--- src/rtl/fifo_rd_packer_if.sv ---
// Bundle for the packer: FIFO read side (empty/rdata/error/rd_en), flush, and the packed output handshake.
// master = the packer; out_partial_o exists only when PACK_TIMEOUT_EN is defined.
interface fifo_rd_packer_if #(
  parameter int WIDTH      = 4,
  parameter int PACK_RATIO = 4
);
  localparam int OUT_WIDTH = WIDTH * PACK_RATIO;
  localparam int FILL_W    = $clog2(PACK_RATIO + 1);

  logic                 empty_i;
  logic [WIDTH-1:0]     rdata_i;
  logic                 error_i;
  logic                 rd_en_o;
  logic                 flush_i;
  logic [OUT_WIDTH-1:0] out_data_o;
  logic                 out_valid_o;
  logic                 out_ready_i;
  logic [FILL_W-1:0]    out_fill_o;
  logic                 err_o;
`ifdef PACK_TIMEOUT_EN
  logic                 out_partial_o;
`endif

  modport master (
    input  empty_i, rdata_i, error_i, flush_i, out_ready_i,
    output rd_en_o, out_data_o, out_valid_o, out_fill_o,
`ifdef PACK_TIMEOUT_EN
    output out_partial_o,
`endif
    output err_o
  );

  modport slave (
    output empty_i, rdata_i, error_i, flush_i, out_ready_i,
    input  rd_en_o, out_data_o, out_valid_o, out_fill_o,
`ifdef PACK_TIMEOUT_EN
    input  out_partial_o,
`endif
    input  err_o
  );
endinterface

--- src/rtl/fifo_rd_packer.sv ---
// Pops a 1-cycle-latency FIFO and packs PACK_RATIO entries LSB-first into one word on valid/ready; valid holds until accepted,
// pops stall while the word waits (a pop in the accept cycle refills slot 0). PACK_TIMEOUT_EN adds forced emission of idle partial words.
module fifo_rd_packer #(
  parameter int WIDTH      = 4,
  parameter int PACK_RATIO = 4,
  parameter int TIMEOUT    = 16
) (
  input  logic              clk_i,
  input  logic              rst_i,
  fifo_rd_packer_if.master  bus
);
  localparam int OUT_WIDTH = WIDTH * PACK_RATIO;
  localparam int FILL_W    = $clog2(PACK_RATIO + 1);

  logic [FILL_W-1:0]    cnt_q, cnt_d;
  logic                 inflight_q, inflight_d;
  logic [OUT_WIDTH-1:0] word_q, word_d;
  logic                 out_valid_q, out_valid_d;
  logic                 err_q, err_d;

  logic                 accept;
  logic                 cap;
  logic                 fill_st;
  logic                 to_fire;
  logic                 rd_en;
  logic [FILL_W:0]      pend;

`ifdef PACK_TIMEOUT_EN
  localparam int IDLE_W = $clog2(TIMEOUT + 1);
  logic [IDLE_W-1:0]    idle_q, idle_d;
  logic                 partial_q, partial_d;
`endif

  always_comb begin
    accept  = out_valid_q && bus.out_ready_i;
    cap     = inflight_q && !bus.flush_i;
    fill_st = !out_valid_q && (cnt_q != '0);
    pend    = {1'b0, cnt_q} + {{FILL_W{1'b0}}, inflight_q};
`ifdef PACK_TIMEOUT_EN
    to_fire = fill_st && !inflight_q && !bus.flush_i && (idle_q == IDLE_W'(TIMEOUT - 1));
`else
    to_fire = 1'b0;
`endif
    // Timeout cycle also blocks the pop so no entry can land in a forced-out word.
    rd_en = !rst_i && !bus.flush_i && !bus.empty_i &&
            ((!out_valid_q && (pend < (FILL_W+1)'(PACK_RATIO)) && !to_fire) || accept);

    inflight_d  = rd_en;
    cnt_d       = cnt_q;
    word_d      = word_q;
    out_valid_d = out_valid_q;
    err_d       = err_q | bus.error_i;
`ifdef PACK_TIMEOUT_EN
    partial_d   = partial_q;
    idle_d      = '0;
    if (fill_st && !cap && !bus.flush_i && !to_fire)
      idle_d = idle_q + IDLE_W'(1);
`endif

    if (accept) begin
      out_valid_d = 1'b0;
      cnt_d       = '0;
      word_d      = '0;
`ifdef PACK_TIMEOUT_EN
      partial_d   = 1'b0;
`endif
    end

    // A waiting output word survives a flush; only accumulation is cleared.
    if (bus.flush_i && !out_valid_q) begin
      cnt_d  = '0;
      word_d = '0;
    end

    if (cap) begin
      for (int k = 0; k < PACK_RATIO; k++) begin
        if (cnt_d == FILL_W'(k))
          word_d[k*WIDTH +: WIDTH] = bus.rdata_i;
      end
      cnt_d = cnt_d + FILL_W'(1);
      if (cnt_d == FILL_W'(PACK_RATIO))
        out_valid_d = 1'b1;
    end

`ifdef PACK_TIMEOUT_EN
    if (to_fire) begin
      out_valid_d = 1'b1;
      partial_d   = 1'b1;
    end
`endif
  end

  always_ff @(posedge clk_i) begin
    if (rst_i) begin
      cnt_q       <= '0;
      inflight_q  <= 1'b0;
      word_q      <= '0;
      out_valid_q <= 1'b0;
      err_q       <= 1'b0;
`ifdef PACK_TIMEOUT_EN
      idle_q      <= '0;
      partial_q   <= 1'b0;
`endif
    end else begin
      cnt_q       <= cnt_d;
      inflight_q  <= inflight_d;
      word_q      <= word_d;
      out_valid_q <= out_valid_d;
      err_q       <= err_d;
`ifdef PACK_TIMEOUT_EN
      idle_q      <= idle_d;
      partial_q   <= partial_d;
`endif
    end
  end

  assign bus.rd_en_o     = rd_en;
  assign bus.out_data_o  = word_q;
  assign bus.out_valid_o = out_valid_q;
  assign bus.out_fill_o  = cnt_q;
  assign bus.err_o       = err_q;
`ifdef PACK_TIMEOUT_EN
  assign bus.out_partial_o = partial_q;
`endif
endmodule

--- src/flat_wrapper.sv ---
// flat-port wrapper written by rule: the top's interface ports become plain ports
module fifo_rd_packer_flat 
#(
  parameter int WIDTH      = 4,
  parameter int PACK_RATIO = 4,
  parameter int TIMEOUT    = 16
)
  (clk_i, rst_i, bus_empty_i, bus_rdata_i, bus_error_i, bus_flush_i, bus_out_ready_i, bus_rd_en_o, bus_out_data_o, bus_out_valid_o, bus_out_fill_o, bus_err_o);
  fifo_rd_packer_if #(.WIDTH(WIDTH), .PACK_RATIO(PACK_RATIO)) bus_i ();
  input  logic clk_i;
  input  logic rst_i;
  input wire logic [$bits(bus_i.empty_i)-1:0] bus_empty_i;
  input wire logic [$bits(bus_i.rdata_i)-1:0] bus_rdata_i;
  input wire logic [$bits(bus_i.error_i)-1:0] bus_error_i;
  input wire logic [$bits(bus_i.flush_i)-1:0] bus_flush_i;
  input wire logic [$bits(bus_i.out_ready_i)-1:0] bus_out_ready_i;
  output wire logic [$bits(bus_i.rd_en_o)-1:0] bus_rd_en_o;
  output wire logic [$bits(bus_i.out_data_o)-1:0] bus_out_data_o;
  output wire logic [$bits(bus_i.out_valid_o)-1:0] bus_out_valid_o;
  output wire logic [$bits(bus_i.out_fill_o)-1:0] bus_out_fill_o;
  output wire logic [$bits(bus_i.err_o)-1:0] bus_err_o;
  assign bus_i.empty_i = bus_empty_i;
  assign bus_i.rdata_i = bus_rdata_i;
  assign bus_i.error_i = bus_error_i;
  assign bus_i.flush_i = bus_flush_i;
  assign bus_i.out_ready_i = bus_out_ready_i;
  assign bus_rd_en_o = bus_i.rd_en_o;
  assign bus_out_data_o = bus_i.out_data_o;
  assign bus_out_valid_o = bus_i.out_valid_o;
  assign bus_out_fill_o = bus_i.out_fill_o;
  assign bus_err_o = bus_i.err_o;
  fifo_rd_packer #(.WIDTH(WIDTH), .PACK_RATIO(PACK_RATIO), .TIMEOUT(TIMEOUT)) u_core (.clk_i(clk_i), .rst_i(rst_i), .bus(bus_i));
endmodule
--- config.mk ---
export PLATFORM = sky130hd
export DESIGN_NAME = fifo_rd_packer_flat
export DESIGN_NICKNAME = d
export VERILOG_FILES = /design/src/rtl/fifo_rd_packer_if.sv /design/src/rtl/fifo_rd_packer.sv /design/src/flat_wrapper.sv
export SDC_FILE = /design/constraint.sdc
export NUM_CORES = 1
export LEC_CHECK = 0
export BUFFER_PORTS_ARGS = -buffer_cell sky130_fd_sc_hd__buf_2
export CAP_MARGIN = 20
export CELL_PAD_IN_SITES_DETAIL_PLACEMENT = 1
export CELL_PAD_IN_SITES_GLOBAL_PLACEMENT = 2
export CORE_MARGIN = 2
export CORE_UTILIZATION = 29
export CTS_CLUSTER_SIZE = 10
export DETAILED_ROUTE_END_ITERATION = 16
export PLACE_DENSITY = 0.75
export SYNTH_ARGS = -nofsm -noshare
export SYNTH_HDL_FRONTEND = slang
export SYNTH_SLANG_ARGS = --single-unit
--- constraint.sdc ---
create_clock -name clk_i -period 2.65 [get_ports clk_i]
set_input_delay 0.265 -clock clk_i [delete_from_list [all_inputs] [get_ports clk_i]]
set_output_delay 0.265 -clock clk_i [all_outputs]
set_load 0.01 [all_outputs]
# Yosys cells after proc, flatten, opt, wreduce, memory -nomap -nowiden
# Cells that the tools add are included.
# word_totals
register_bits	22
input_bits	10
wordCells	39
# op_classes
reduce_logical	13
n_mux	13
bitwise_logic	1
order_cmp	1
eq_ne	4
add_sub_neg	2
# ops
cell	count
16-bit two-way mux	3
4-bit two-way mux	4
3-bit two-way mux	3
1-bit logical AND	7
3-bit by 2-bit equality test with 1-bit output (second input constant)	2
3-bit by 1-bit adder with 4-bit output	1
1-bit logical NOT	4
4-bit by 3-bit < comparator with 1-bit output (second input constant)	1
3-bit by 1-bit adder with 3-bit output (second input constant)	1
3-bit by 1-bit equality test with 1-bit output (second input constant)	1
3-bit equality test (second input constant)	1
3-bit logical NOT	1
1-bit two-way mux	3
1-bit logical OR	1
1-bit OR	1

# Logic depth before layout (Yosys ltp)
# depth
word_depth	7
ltp_mapped	10
ltp_nobuf	8

# Worst setup path after synthesis
# OpenSTA, ideal clock, no wires.
# synth_timing
path_type	register to register
from	register u_core.out_valid_q, in the netlist u_core.bus.out_valid_o
to	register u_core.out_valid_q, in the netlist u_core.bus.out_valid_o
n_path_buf	2
period_less_slack_ps	1957
t_required_ps	2585
path_slack_ps	693
setup_time_ps	65
stages_incl_launch_ff	11
arrival_time_ps	1892
cell_sequence	dfxtp_1 > buf_6 > mux2i_4 > buf_6 > nand2_1 > inv_1 > ha_1 > ha_1 > nor4bb_1 > a31oi_1 > nor2_1
# synth_via
elab_chain_len	7
# synth_rtl
element	line	rtl
start: declaration	fifo_rd_packer.sv:18	logic out_valid_q, out_valid_d;
start signal: assignment	fifo_rd_packer.sv:108	out_valid_q <= out_valid_d;
1-bit logical AND / 1-bit logical NOT (equally long branches)	n/a	
3-bit two-way mux / 1-bit logical AND (equally long branches)	fifo_rd_packer.sv:60, fifo_rd_packer.sv:70	
3-bit two-way mux	fifo_rd_packer.sv:70	if (bus.flush_i && !out_valid_q) begin
3-bit by 1-bit adder with 3-bit output	fifo_rd_packer.sv:80	cnt_d = cnt_d + FILL_W'(1);
3-bit equality test	fifo_rd_packer.sv:81	if (cnt_d == FILL_W'(PACK_RATIO))
1-bit two-way mux	fifo_rd_packer.sv:81	
1-bit two-way mux (*)	fifo_rd_packer.sv:75	if (cap) begin
# Mark *: on every way between the ends. The rest lies on a longest branch, timed or not.
# A chain may end at the register's enable or synchronous reset.

# Worst setup path after layout
# Same ends and word-level chain as after synthesis.

==> flow_summary.toml <==
[timing]
skew_ns = 0.002564
rsz0062_at_grt = "false"
worst_slew_pin_slew_ns = 0.4779
slew_headroom_pct = 68.07
finalCriticalPeriod_ns = 2.219
timing.fmax_mhz = 450.6
tns_ns = 0
setup_viol = 0
finalHoldViolCount = 0
report.final.slew_viol_count = 0
fin_crit_sh_pct = 83.74

[pwr]
power_mw = 0.5882
peakVddDrop_uv = 147.7
powerDensity_mw_per_mm2 = 448.2
power_leakage_nw = 0.5104

[logic_synthesis]
synthCells = 122
synthFlopType = "dfxtp_1"
synth-edff-count = 0
synth_seq_cells = 22
synth_cell_types = 32
yosys_warnings = 0
synth_nets = 136
async_flop_share_pct = 0
avgSynthCellArea_um2 = 9.087
syn_area_mm2 = 0.001109
yosysSeqAreaShare_pct = 39.73

[place]
portBuffers = 31
hpwl_um = 2244
gp_congestion = 0.7604

[global_route]
grt_max_degree = 25
grt.overflow.total = 0
grt_usage_pct = 15.11
grt_pass1_wl_um = 5009
antenna_found_initial = 0
grt_pass1_vias = 1060

[flow_run]
maxCapViolCount = 0

[route]
drc = 0
viasPerCell = 5.362
drt_iter0_markers = 37
wl_per_cell_um = 15.08
routed_wl_um = 2955
ant_nets = 0
dr.pass1.iters = 4
vias = 1051

[critical_path]
path_class = "reg -> reg"
worstSetupStartpointType = "register"
critPathSlowestCell = "dfxtp_1"
path_cells = "mux2i_4 > nand2_1 > inv_1 > ha_1 > ha_1 > nor4bb_1 > a31oi_1 > nor2_1"
slowest_delay_ns = 0.54
worstSetupEndpointType = "register"
required_ns = 2.86
cp_common_cell = "ha_1"
critPathArrivalTime_ns = 2.42
cp_max_fo = 11
cp_num_buf_inv = 1
path_delay_family = "flip-flops"

[cts]
cts_buffers = 3
clk_pin_slew_ns = 0.08
cts_resized = 0
clock_path_buffers = 2
insertion_delay_ns = 0.26
hold_buffers = 0
htree_levels = 1
post_cts_buffers = 0
cts.sinks = 22
cts_tree = "done"
root_buffer = "clkbuf_8"

[floorplan]
fp.dieH_um = 65.83
initial_core_util_pct = 30.28
die-area_mm2 = 0.004333
io_pins = 32
rows = 22
core-area_mm2 = 0.003661
die_w_um = 65.83

[run_status]
outcome = "finished clean"

[layout]
antennaDiodeCount = 0
drive_above_1_share_pct = 28.38
final_core_util_pct = 35.85
nets = 164
area_growth_pct = 18.40
fill_cells = 454

[min_path]
hold_path.class = "in -> reg"
sequential cells by signal, indices dropped and copies added, names as in the netlist:
signal,count
u_core.bus.err_o,1
u_core.inflight_q,1
u_core.bus.out_fill_o,3
u_core.bus.out_data_o,16
u_core.bus.out_valid_o,1
through the flow:
step / hold WS, ns / cell area (um2) / worst slack, ns / std cells
6_report: 0.1692 / 1313 / 0.4309 / 196
5_1_grt: 0.1843 / 1313 / 0.1494 / 196
4_1_cts: 0.1698 / 1313 / 0.4285 / 196
3_5_place_dp: 0.4515 / 1271 / 0.4392 / 193
3_3_place_gp: 0.4421 / 1271 / 0.5600 / 193
2_1_floorplan: 0.3420 / 1109 / 0.6926 / 122
final cells by class:
| type | instances | area [um2] | share of cell area, % |
|---|---|---|---|
| repair buffers | 32 | 162.7 | 12.39 |
| clock buffers | 3 | 41.29 | 3.146 |
| flip-flops and latches | 22 | 440.4 | 33.56 |
| inverters | 2 | 7.507 | 0.5720 |
| well taps | 48 | 60.06 | 4.576 |
| multi-input cells | 89 | 600.6 | 45.76 |
cell families (layout without fill, tap and decap cells):
kind of cell,count (synthesis),in the layout,share of synthesized area [%]
AOI/OAI and AO/OA,41,41,25.17
adders and majority gates,4,4,4.515
buffers and inverters,11,37,6.094
DFF,22,22,39.73
muxes,1,1,2.031
and+or+nand+nor,43,43,22.46
final timing paths:
check	depth (start not counted)	startpoint	to	slack, ns
min	2	bus_empty_i	u_core.inflight_q	0.17
max	8	u_core.bus.out_valid_o	u_core.bus.out_valid_o	0.43
min reg2reg	2	u_core.bus.out_data_o[13]	u_core.bus.out_data_o[13]	0.47
max reg2reg	8	u_core.bus.out_valid_o	u_core.bus.out_valid_o	0.43
metal layers:
| layer | routed length, um | part of all wire (%) | GRT usage [%] | vias to the layer above |
|---|---|---|---|---|
| met4 | 30 | 1.0 | 5.208 | 0 |
| met2 | 1463 | 50 | 25.00 | 21 |
| met1 | 1324 | 45 | 19.24 | 513 |
| met5 | 0 | 0 | 0 | - |
| met3 | 136 | 4.6 | 3.407 | 4 |
| li1 | - | - | - | 513 |
cell usage in the layout (no fill, tap or decap), types with 3 or more instances in the layout:
cell type / n
buf_2: 31
dfxtp_1: 22
a21oi_1: 16
nand3_1: 16
o211ai_1: 15
nor2_1: 7
ha_1: 4
a31oi_1: 3
nand3b_1: 3
clkbuf_8: 3
synth_stat cells, types with 2 or more instances:
cell type  count  share of area (%)
dfxtp_1       22                 40
a21oi_1       16                7.2
nand3_1       16                7.2
o211ai_1      15                 10
nor2_1         7                2.4
ha_1           4                4.5
a31oi_1        3                1.7
buf_6          3                3.0
clkbuf_1       3                1.0
nand3b_1       3                2.0
a21bo_2        2                1.8
and3b_1        2                1.6
buf_2          2               0.90
inv_1          2               0.68
nand2_1        2               0.68
nor2b_1        2                1.1
nor3b_1        2                1.4
nor4_1         2                1.1
power by group:
group	internal (mW)	switching, mW
logic	0.0153	0.0279
registers	0.333	0.00365
clock network	0.102	0.107
total	0.450	0.138
Power figures use the tool's default switching activity.
